[config.mk]
export PLATFORM = sky130hd
export DESIGN_NAME = sad_min_search
export DESIGN_NICKNAME = d
export VERILOG_FILES = /design/src/rtl/sad_pkg.sv /design/src/rtl/sad_scan_counter.sv /design/src/rtl/sad_min_search.sv
export SDC_FILE = /design/constraint.sdc
export NUM_CORES = 1
export LEC_CHECK = 0
export ABC_AREA = 1
export CORE_MARGIN = 4
export CORE_UTILIZATION = 47
export DETAILED_ROUTE_END_ITERATION = 12
export GPL_ROUTABILITY_DRIVEN = 0
export PLACE_DENSITY = 0.7
export SYNTH_ARGS = -nofsm -noshare
export SYNTH_HDL_FRONTEND = slang
export SYNTH_SLANG_ARGS = --single-unit
[constraint.sdc]
create_clock -name Clk -period 3.2 [get_ports Clk]
set_input_delay 0.96 -clock Clk [delete_from_list [all_inputs] [get_ports Clk]]
set_output_delay 0.96 -clock Clk [all_outputs]
set_load 0.005 [all_outputs]
[src/rtl/sad_pkg.sv]
// Shared definitions for the SAD minimum search: FSM encoding, default widths
// and the helper that narrows a SAD value to the display width.
package sad_pkg;

    typedef enum logic [1:0] {
        IDLE = 2'd0,
        SCAN = 2'd1,
        DONE = 2'd2
    } sad_state_t;

    localparam int DEF_SAD_WIDTH = 16;
    localparam int DEF_NUM_WIDTH = 8;

    // Clamp to the largest value representable in numWidth bits.
    function automatic logic [31:0] satNarrow(input logic [31:0] value, input int numWidth);
        logic [31:0] limit;
        limit = (numWidth >= 32) ? 32'hFFFF_FFFF : ((32'd1 << numWidth) - 32'd1);
        return (value > limit) ? limit : value;
    endfunction

endpackage

[src/rtl/sad_scan_counter.sv]
// Raster-order row/column counter over a ROWS x COLS search window.
// It flags the final position so the consumer knows the window is complete.
module sad_scan_counter #(
    parameter int ROWS      = 4,
    parameter int COLS      = 4,
    parameter int NUM_WIDTH = 8
) (
    input  logic                 i_clk,
    input  logic                 i_rst_n,
    input  logic                 i_clear,
    input  logic                 i_advance,
    output logic [NUM_WIDTH-1:0] o_row,
    output logic [NUM_WIDTH-1:0] o_col,
    output logic                 o_last
);

    localparam logic [NUM_WIDTH-1:0] LAST_ROW = NUM_WIDTH'(ROWS - 1);
    localparam logic [NUM_WIDTH-1:0] LAST_COL = NUM_WIDTH'(COLS - 1);

    logic [NUM_WIDTH-1:0] r_row;
    logic [NUM_WIDTH-1:0] r_col;
    logic                 w_colWrap;
    logic                 w_rowWrap;

    assign w_colWrap = (r_col == LAST_COL);
    assign w_rowWrap = (r_row == LAST_ROW);

    always_ff @(posedge i_clk) begin
        if (!i_rst_n || i_clear) begin
            r_row <= '0;
            r_col <= '0;
        end else if (i_advance) begin
            if (w_colWrap) begin
                r_col <= '0;
                r_row <= w_rowWrap ? '0 : r_row + NUM_WIDTH'(1);
            end else begin
                r_col <= r_col + NUM_WIDTH'(1);
            end
        end
    end

    assign o_row  = r_row;
    assign o_col  = r_col;
    assign o_last = w_colWrap && w_rowWrap;

endmodule

[src/rtl/sad_min_search.sv]
// Scans one window of SAD values, tracks the first strict minimum and its
// position, and publishes the result on registers that only change per window.
module sad_min_search
    import sad_pkg::*;
#(
    parameter int SAD_WIDTH = DEF_SAD_WIDTH,
    parameter int NUM_WIDTH = DEF_NUM_WIDTH,
    parameter int ROWS      = 4,
    parameter int COLS      = 4
) (
    input  logic                 Clk,
    input  logic                 Rst_n,
    input  logic                 Start,
    input  logic                 SadValid,
    input  logic [SAD_WIDTH-1:0] SadIn,
    output logic                 Busy,
    output logic                 Done,
    output logic [NUM_WIDTH-1:0] SADRow,
    output logic [NUM_WIDTH-1:0] SADColumn,
    output logic [NUM_WIDTH-1:0] MinSAD
);

    sad_state_t r_state;
    sad_state_t w_nextState;

    logic                 w_clear;
    logic                 w_advance;
    logic                 w_last;
    logic [NUM_WIDTH-1:0] w_row;
    logic [NUM_WIDTH-1:0] w_col;
    logic [NUM_WIDTH-1:0] w_minSat;

    logic                 r_busy;
    logic                 r_done;
    logic [NUM_WIDTH-1:0] r_outRow;
    logic [NUM_WIDTH-1:0] r_outCol;
    logic [NUM_WIDTH-1:0] r_outMin;
    logic [SAD_WIDTH-1:0] r_runMin;
    logic [NUM_WIDTH-1:0] r_minRow;
    logic [NUM_WIDTH-1:0] r_minCol;

    sad_scan_counter #(
        .ROWS      (ROWS),
        .COLS      (COLS),
        .NUM_WIDTH (NUM_WIDTH)
    ) u_counter (
        .i_clk     (Clk),
        .i_rst_n   (Rst_n),
        .i_clear   (w_clear),
        .i_advance (w_advance),
        .o_row     (w_row),
        .o_col     (w_col),
        .o_last    (w_last)
    );

    always_ff @(posedge Clk) begin
        if (!Rst_n) r_state <= IDLE;
        else        r_state <= w_nextState;
    end

    always_comb begin
        w_nextState = r_state;
        w_clear     = 1'b0;
        w_advance   = 1'b0;
        case (r_state)
            IDLE: begin
                if (Start) begin
                    w_nextState = SCAN;
                    w_clear     = 1'b1;
                end
            end
            SCAN: begin
                if (SadValid) begin
                    w_advance = 1'b1;
                    if (w_last) w_nextState = DONE;
                end
            end
            DONE:    w_nextState = IDLE;
            default: w_nextState = IDLE;
        endcase
    end

    assign w_minSat = NUM_WIDTH'(satNarrow(32'(r_runMin), NUM_WIDTH));

    // Saturation happens only here; the running compare stays full width.
    always_ff @(posedge Clk) begin
        if (!Rst_n) begin
            r_busy   <= 1'b0;
            r_done   <= 1'b0;
            r_outRow <= '0;
            r_outCol <= '0;
            r_outMin <= '0;
            r_runMin <= '0;
            r_minRow <= '0;
            r_minCol <= '0;
        end else begin
            r_busy <= (w_nextState != IDLE);
            r_done <= (r_state == DONE);
            if (r_state == IDLE && Start) begin
                r_runMin <= '1;
                r_minRow <= '0;
                r_minCol <= '0;
            end else if (r_state == SCAN && SadValid && (SadIn < r_runMin)) begin
                r_runMin <= SadIn;
                r_minRow <= w_row;
                r_minCol <= w_col;
            end
            if (r_state == DONE) begin
                r_outRow <= r_minRow;
                r_outCol <= r_minCol;
                r_outMin <= w_minSat;
            end
        end
    end

    assign Busy      = r_busy;
    assign Done      = r_done;
    assign SADRow    = r_outRow;
    assign SADColumn = r_outCol;
    assign MinSAD    = r_outMin;

endmodule

==> impl_metrics.tcl, run 1 <==
set metrics [dict create \
    outcome "completed" \
    grt_max_degree 32 \
    start_util 0.494 \
    synth.ff_latch_count 76 \
    synth_top_area_frac 0.446 \
    ctsLongestPathBuffers 2 \
    postLayoutCoreUtil 0.598 \
    antenna_cells 0 \
    synth_top_flop_cell "dfxtp_1" \
    vias_in_the_first_global_route 2771 \
    synth_top_area_cell "dfxtp_1" \
    setup_violations 0 \
    postCtsSetupBuffers 0 \
    tightest_slew_ns 0.989 \
    boundaryPins 46 \
    clock_latency_late_sink_ns 0.36 \
    worst_setup_path_start_kind "input port" \
    synthMostInstantiatedCell "nor2_1" \
    ctsHtreeMaxLevel 3 \
    std_cell_rows 30 \
    portBuffers 45 \
    clock.fmax_ghz 0.385 \
    power.density_cell_area_nw_per_um2 465 \
    critical_path_sink_type "flip-flop" \
    ctsRootBufferMaster "clkbuf_8" \
    layout.area.seq_um2 1520 \
    detailroute.via_count 3007 \
    synthesis.nets 499 \
    finalMaxSlewViolations 0 \
    placed_cells 593 \
    layout-drive-gt1-share 0.0682 \
    route.detailed.drc 0 \
    tritoncts "built" \
    synthCells 462 \
    routedWlPerCell_um 12.0 \
    leakagePower_nw 1.77 \
    final.period_utilization 0.811 \
    setup_total_negative_slack_ns 0 \
    number_of_buffers_inserted_for_hold_repair_after_clock_tree_synthesis 0 \
    fp.dieW_um 93.2 \
    total_number_of_nets_in_the_final_design 545 \
    die_area_um2 8690 \
    final_cells 609 \
    finalHoldViolations 0 \
    die_height_um 93.2 \
    yosysSeqAreaShare 0.446 \
    first_iter_violations 113 \
    timing_worst_setup_path_type "input port to flip-flop" \
    worst_clk_skew_ns 0.0162 \
    slew_headroom 0.335 \
    gr-total-overflow 0 \
    cts.sink_count 76 \
    globalRouteTotalUtil 0.180 \
    post_synth_top_cells "nor2_1, dfxtp_1, nand2_1" \
    core_region_area_um2 6910 \
    holdCritPathClass "flip-flop to flip-flop" \
    clkTransAtPathRegs_ns 0.10 \
    yosys_warnings 0 \
    rsz_0062_raised_after_global_routing "false" \
    dp_hpwl_mm 5.28 \
    detail_route.first_pass.iterations 4 \
    multi_input_area_um2 1620 \
    critical_path_peak_fanout 19 \
    syn_area_um2 3410 \
    yosys.cell_types.count 32 \
    peakVddDrop_uv 228 \
    post-layout-total-power_mw 1.92 \
    netlist_top_cells_area "dfxtp_1, nor2_1, nand2_1" \
    area_growth_syn_to_layout_pct 21.0 \
    finalWorstPathRequiredPeriod_ns 2.60 \
    antenna_found_initial 0 \
    cts_inserted_buffers 9 \
    detail_route.vias_per_cell 4.94 \
    synthArstFlopShare 0 \
    worst-endpoint-arrival_ns 2.85 \
    worstPathRequired_ns 3.45 \
    syn_area_per_cell_um2 7.39 \
    grt_pass1_wl_mm 12.5 \
    fill_cells 669 \
    detail-route-antenna-nets 0 \
    routed_wirelength_mm 7.30 \
    total_of_max_cap_violations 0 \
    cts_resized 0 \
    synth_edf_count 0 \
]
path summary, 6_finish.rpt:
check | end | slack [ns] | from | depth (start not counted)
hold / removal | SADRow[3] | 0.48 | r_minRow[3] | 2
setup reg to reg | r_minCol[7] | 1.26 | r_runMin[11] | 9
setup / recovery | r_minCol[7] | 0.60 | SadIn[11] | 9
hold reg to reg | SADRow[3] | 0.48 | r_minRow[3] | 2
through the flow:
stage / hold slack, ns / area, um2 / setup WS (ns)
floorplan: 0.455 / 3410 / 0.832
global placement: 0.467 / 3940 / 0.312
detailed placement: 0.468 / 3940 / 0.258
CTS: 0.487 / 4130 / 0.628
global route: 0.504 / 4130 / 0.395
finish: 0.479 / 4130 / 0.605
final cells by class:
| type | count | area share |
|---|---|---|
| multi-input combinational | 321 | 0.392 |
| sequential | 76 | 0.368 |
| timing repair buffer | 51 | 0.120 |
| inverter | 49 | 0.0452 |
| clock buffer | 9 | 0.0300 |
| tap | 96 | 0.0291 |
| clock inverter | 7 | 0.0158 |
kinds of logic after synthesis:
group,Yosys count,share of synthesized area
adders and majority gates,17,0.0623
AOI/OAI and AO/OA,85,0.133
xor gates and xnor gates,5,0.0128
DFF,76,0.446
buffers and inverters,65,0.0803
and+or+nand+nor,214,0.266
sequential cells by signal, summed over array words and instances (netlist names):
signal           cells
u_counter.o_col      8
r_runMin            16
r_minCol             8
r_minRow             8
SADColumn            8
MinSAD               8
Done                 1
Busy                 1
SADRow               8
r_state              2
u_counter.o_row      8
cells in the final DEF (no fill, tap or decap), types with 3 or more instances in the layout:
cell,instances
nor3b_1,3
clkbuf_8,9
nor3_1,10
o21ai_1,4
clkdlybuf4s50_1,45
a21oi_1,29
inv_1,43
ha_1,17
buf_4,6
dfxtp_1,76
nand2_1,61
nand3_1,26
inv_6,3
nor2_1,104
o21ai_0,41
xor2_1,3
a31oi_1,8
where the power goes:
group          switching, mW  leakage (nW)  internal, mW  total (mW)
clock network          0.413        0.0947         0.302       0.715
logic                  0.130          1.06        0.0882       0.218
registers             0.0138         0.617         0.972       0.986
total                  0.557          1.77          1.36        1.92
worst max-delay path, cell delays in order:
cell and delay, ns:
clkdlybuf4s50_1 0.43, ha_1 0.32, nand2_1 0.08, o21ai_0 0.32, a21oi_4 0.11, nand2_4 0.18
clkinv_2 0.23, nor2_1 0.16, nor2_1 0.06
metal layers:
metal	global-route usage	share of wire	routed length, um	up-vias
li1	-	-	-	1585
met1	0.240	0.50	3630	1339
met2	0.287	0.44	3220	73
met3	0.0378	0.046	334	10
met4	0.0672	0.016	116	0
met5	0	0	0	-
(Power assumes the default switching activity.)
==> inputs of run 2 (changes only) <==
Clock period 3.2 ns to 2.4 ns, I/O delays scaled along.
==> run 2 against run 1 <==
Sequential share of layout area fell by 0.82 points. Cell count rose by 2.0%. Setup slack got worse by 0.53 ns. Combinational power rose by 40%. Clock power rose by 27%. Global-route usage fell by 0.26 points. Sequential power rose by 33%. Clock-buffer cell count did not move. Via count rose by 0.17%. Critical endpoint is now r_minCol[6]. Core utilization rose by 1.4 points. First-iteration DRC count fell by 17%.
==> impl_metrics.tcl, run 2 (synthesized netlist as in run 1, its figures left out) <==
set metrics [dict create \
    outcome "completed" \
    route.detailed.drc 0 \
    worst_hold_path.endpoint "r_runMin[5]" \
    timing.critical_path.buf_inv 3 \
    dp_worst_setup_slack_ns -0.297 \
    slew_headroom 0.711 \
    regToRegSetupSlack_ns 0.53 \
    tritoncts "built" \
    number_of_buffers_inserted_for_hold_repair_after_clock_tree_synthesis 0 \
    worst-endpoint-arrival_ns 2.56 \
    detailroute.via_count 3012 \
    ctsLongestPathBuffers 2 \
    start_util 0.494 \
    hold_path_depth 2 \
    worst_slack_ns 0.0771 \
    total_number_of_nets_in_the_final_design 557 \
    timing.hold.worst.start "r_runMin[5]" \
    clock_latency_late_sink_ns 0.34 \
    holdCritPathClass "flip-flop to flip-flop" \
    dp_hpwl_mm 5.37 \
    boundaryPins 46 \
    grt_max_degree 32 \
    setup_total_negative_slack_ns 0 \
    total_of_max_cap_violations 0 \
    max_stage_delay_ns 0.43 \
    globalRouteTotalUtil 0.177 \
    grt_pass1_wl_mm 12.5 \
    finalHoldViolations 0 \
    final_cell_mix "nor2_1, dfxtp_1, nand2_1" \
    peakVddDrop_uv 399 \
    tightest_slew_ns 0.431 \
    rsz_0062_raised_after_global_routing "true" \
    worst_r2r_endpoint "r_minCol[6]" \
    path_cells "clkdlybuf4s50_1 > ha_1 > a21oi_1 > o21ai_0 > buf_4 > a21oi_4 > nand2_4 > buf_4 > o21ai_0 > nor2_1" \
    std_cell_rows 30 \
    routedWlPerCell_um 11.5 \
    ctsRootBufferMaster "clkbuf_8" \
    leakagePower_nw 1.83 \
    post-layout-total-power_mw 2.53 \
    layout.cells.most_common "nor2_1" \
    fill_cells 661 \
    die_height_um 93.2 \
    final.period_utilization 0.968 \
    setup_violations 0 \
    worst_clk_skew_ns 0.0106 \
    clkTransAtPathRegs_ns 0.09 \
    r2r.worst_path.cells 10 \
    core_region_area_um2 6910 \
    finalMaxSlewViolations 0 \
    regMostFlops "r_runMin" \
    portBuffers 45 \
    clock.fmax_ghz 0.431 \
    area_growth_syn_to_layout_pct 23.8 \
    routed_wirelength_mm 7.17 \
    die_area_um2 8690 \
    critical_path.slowest_cell "clkdlybuf4s50_1" \
    worst_setup_path_start_kind "input port" \
    ctsHtreeMaxLevel 3 \
    finalWorstPathRequiredPeriod_ns 2.32 \
    hold_ws_ns 0.485 \
    layout-drive-gt1-share 0.0914 \
    fp.dieW_um 93.2 \
    detail-route-antenna-nets 0 \
    critical_path_sink_type "flip-flop" \
    placed_cells 605 \
    detail_route.vias_per_cell 4.85 \
    critical_path.reg2reg.startpoint "r_runMin[11]" \
    final_cells 621 \
    largest_register_ff_count 16 \
    critical_path_peak_fanout 13 \
    cts.sink_count 76 \
    worst_path_dominant_cell_family "buffers and inverters" \
    detail_route.first_pass.iterations 5 \
    antenna_cells 0 \
    first_iter_violations 94 \
    power.density_cell_area_nw_per_um2 598 \
    antenna_found_initial 0 \
    cts_inserted_buffers 9 \
    timing_worst_setup_path_type "input port to flip-flop" \
    worstPathRequired_ns 2.64 \
    gr-total-overflow 0 \
    vias_in_the_first_global_route 2816 \
]
[run 2: routing by layer]
metal | routed length (um) | share of wire | global-route usage | vias up
met5 | 0 | 0 | 0 | -
met4 | 82 | 0.011 | 0.0562 | 0
met3 | 302 | 0.042 | 0.0410 | 10
met2 | 3220 | 0.45 | 0.282 | 63
met1 | 3570 | 0.50 | 0.239 | 1331
li1 | - | - | - | 1608
[run 2: final cells by class]
type	count	area, um2	share of cell area
well taps	96	120	0.0284
clock inverters	7	65.1	0.0154
inverters	49	188	0.0444
clock buffers	9	124	0.0293
multi-input cells	321	1620	0.383
repair buffers	63	586	0.139
flip-flops and latches	76	1520	0.360
[run 2: metrics by stage]
stage / area [um2] / utilization
detailed placement: 4030 / 0.584
CTS: 4220 / 0.611
floorplan: 3410 / -
finish: 4220 / 0.611
global route: 4220 / 0.611
global placement: 4030 / 0.584
[run 2: what timing repair did]
| item | CTS | global route |
|---|---|---|
| setup endpoints to repair | 0 | 11 |
| setup buffers | 0 | 0 |
| hold endpoints to repair | 0 | 0 |
| resized for setup | 0 | 7 |
[run 2: worst reg2reg max path: stages, from the launching register on]
cell,delay (ns)
dfxtp_1,0.34
inv_1,0.06
ha_1,0.28
a21oi_1,0.13
o21ai_0,0.11
buf_4,0.15
a21oi_4,0.17
nand2_4,0.10
buf_4,0.18
o21ai_0,0.20
nor2_1,0.06
[run 2: where the power goes]
part           leakage (nW)  internal [mW]  switching (mW)
Clock                0.0947          0.402           0.504
Sequential            0.617           1.30          0.0182
Combinational          1.12          0.130           0.175
[run 2: worst max path at each step]
stage	startpoint	to	slack, ns	depth (start not counted)
6_report	SadIn[11]	r_minCol[6]	0.08	10
3_3_place_gp	SadIn[11]	r_minCol[4]	-0.29	10
2_1_floorplan	SadIn[13]	r_minRow[2]	0.27	10
3_5_place_dp	SadIn[9]	r_minRow[5]	-0.30	10
5_1_grt	SadIn[5]	r_minRow[4]	-0.02	11
4_1_cts	SadIn[9]	r_minRow[5]	0.08	10
==> inputs of run 3 (changes only) <==
Settings changed: CORE_ASPECT_RATIO from default to 2.
==> run 3 against run 2 <==
Register-to-register slack worse by 0.04 ns. Maximum frequency down 0.87%. Clock-buffer cell count is the same. First-iteration DRC count grew 56%. Sequential cell count did not move.
==> impl_metrics.tcl, run 3 (synthesized netlist as in run 1, its figures left out) <==
set metrics [dict create \
    ctsHtreeMaxLevel 3 \
    number_of_buffers_inserted_for_hold_repair_after_clock_tree_synthesis 0 \
    fp.dieW_um 68.2 \
    clock_latency_late_sink_ns 0.33 \
    holdCritPathClass "flip-flop to flip-flop" \
    detail-route-antenna-nets 0 \
    boundaryPins 46 \
    regMostFlops "r_runMin" \
    vias_in_the_first_global_route 3039 \
    clkTransAtPathRegs_ns 0.06 \
    worst_setup_path_start_kind "input port" \
    power_frac_seq 0.401 \
    intPower_mw 2.56 \
    ctsRootBufferMaster "clkbuf_16" \
    peakVddDrop_uv 456 \
    grt_max_degree 32 \
    critical_path_peak_fanout 7 \
    outcome "completed" \
    clock.fmax_ghz 0.427 \
    tightest_slew_ns 0.693 \
    detailroute.via_count 3150 \
    cts.sink_count 76 \
    setup_total_negative_slack_ns 0 \
    start_util 0.488 \
    area_growth_syn_to_layout_pct 28.7 \
    die_area_um2 8770 \
    finalMaxSlewViolations 0 \
    antenna_found_initial 0 \
    total_of_max_cap_violations 0 \
    core_region_area_um2 6990 \
    worst_clk_skew_ns 0.00378 \
    fill_cells 629 \
    sw_frac_of_total 0.222 \
    layout-drive-gt1-share 0.0862 \
    power.density_cell_area_nw_per_um2 748 \
    final_cell_mix "nor2_1, dfxtp_1, nand2_1" \
    dp_hpwl_mm 5.97 \
    routedWlPerCell_um 12.7 \
    detail_route.vias_per_cell 5.15 \
    routed_wirelength_mm 7.75 \
    total_number_of_nets_in_the_final_design 554 \
    antenna_cells 0 \
    die_height_um 128 \
    largest_register_ff_count 16 \
    tritoncts "built" \
    route.detailed.drc 0 \
    detail_route.first_pass.iterations 4 \
    finalHoldViolations 0 \
    placed_cells 596 \
    layout.cells.most_common "nor2_1" \
    critical_path_sink_type "flip-flop" \
    portBuffers 45 \
    finalWorstPathRequiredPeriod_ns 2.34 \
    leakagePower_nw 1.91 \
    ctsLongestPathBuffers 2 \
    rsz_0062_raised_after_global_routing "true" \
    net-switching-power_mw 0.728 \
    setup_violations 0 \
    timing_worst_setup_path_type "input port to flip-flop" \
    std_cell_rows 43 \
    power_frac_comb 0.094 \
    final_cells 612 \
    worst-endpoint-arrival_ns 2.59 \
    p_clk_frac 0.505 \
    first_iter_violations 147 \
    slew_headroom 0.538 \
    postLayoutCoreUtil 0.628 \
    gr-total-overflow 0 \
    worstPathRequired_ns 2.65 \
    final.period_utilization 0.976 \
    cts_inserted_buffers 9 \
    globalRouteTotalUtil 0.194 \
    grt_pass1_wl_mm 13.2 \
]
[run 3: changes by cell type in the layout (fill, tap and decap cells not counted), moves of 3 or more]
cell       change
clkbuf_16      +9
clkbuf_8       -9
buf_4          -6
bufinv_16      +4
o21ai_0        -4
o21ai_1        +4
buf_6          +3
[run 3: timing repair]
| item | CTS | global route |
|---|---|---|
| buffers inserted | 0 | 0 |
| endpoints found under the setup margin | 0 | 23 |
| resized for setup | 0 | 15 |
[run 3: stage by stage]
step	area (um2)	hold slack (ns)	setup WS, ns	total power, mW
after floorplan	3410	0.455	0.272	1.54
after global placement	4000	0.466	-0.259	1.64
after detailed placement	4000	0.475	-0.311	1.65
after CTS	4370	0.486	0.0523	3.31
after global routing	4390	0.511	-0.118	3.41
final	4390	0.487	0.0568	3.29
[run 3: routing by layer]
metal  GRT usage  routed length, um  up-vias  share of wire
met5           0                  0        -              0
met4      0.0750                223        0          0.029
met3      0.0472                301       18          0.039
met2       0.357               4220       73           0.54
met1       0.203               3010     1457           0.39
li1            -                  -     1602              -
[run 3: final timing paths]
kind	start	endpoint	slack, ns	cells past startpoint
worst max register to register	r_runMin[15]	r_runMin[4]	0.49	11
worst max-delay path	SadIn[15]	r_runMin[4]	0.06	11
worst min-delay path	r_runMin[1]	r_runMin[1]	0.49	2
worst min register to register	r_runMin[1]	r_runMin[1]	0.49	2
[run 3: cell type report]
class	instances	area, um2	area share
Clock buffer	9	225	0.0513
Clock inverter	7	146	0.0333
Inverter	49	188	0.0427
Multi-Input combinational cell	321	1620	0.370
Sequential cell	76	1520	0.346
Tap cell	90	113	0.0256
Timing Repair Buffer	60	574	0.131
[run 3: power by group through the flow]
stage | clock network, mW | logic [mW] | registers, mW
floorplan | 0 | 0.202 | 1.34
global placement | 0 | 0.295 | 1.34
detailed placement | 0 | 0.304 | 1.35
CTS | 1.68 | 0.306 | 1.32
global route | 1.74 | 0.355 | 1.32
finish | 1.66 | 0.310 | 1.32
[run 3: worst max-delay path, stage by stage]
cell	delay, ns
clkdlybuf4s50_1	0.43
ha_1	0.31
nand2_1	0.06
inv_1	0.07
nand3_1	0.08
nor3_1	0.23
nand2_2	0.13
nand2_4	0.15
buf_4	0.17
nand3_1	0.07
a21oi_1	0.17
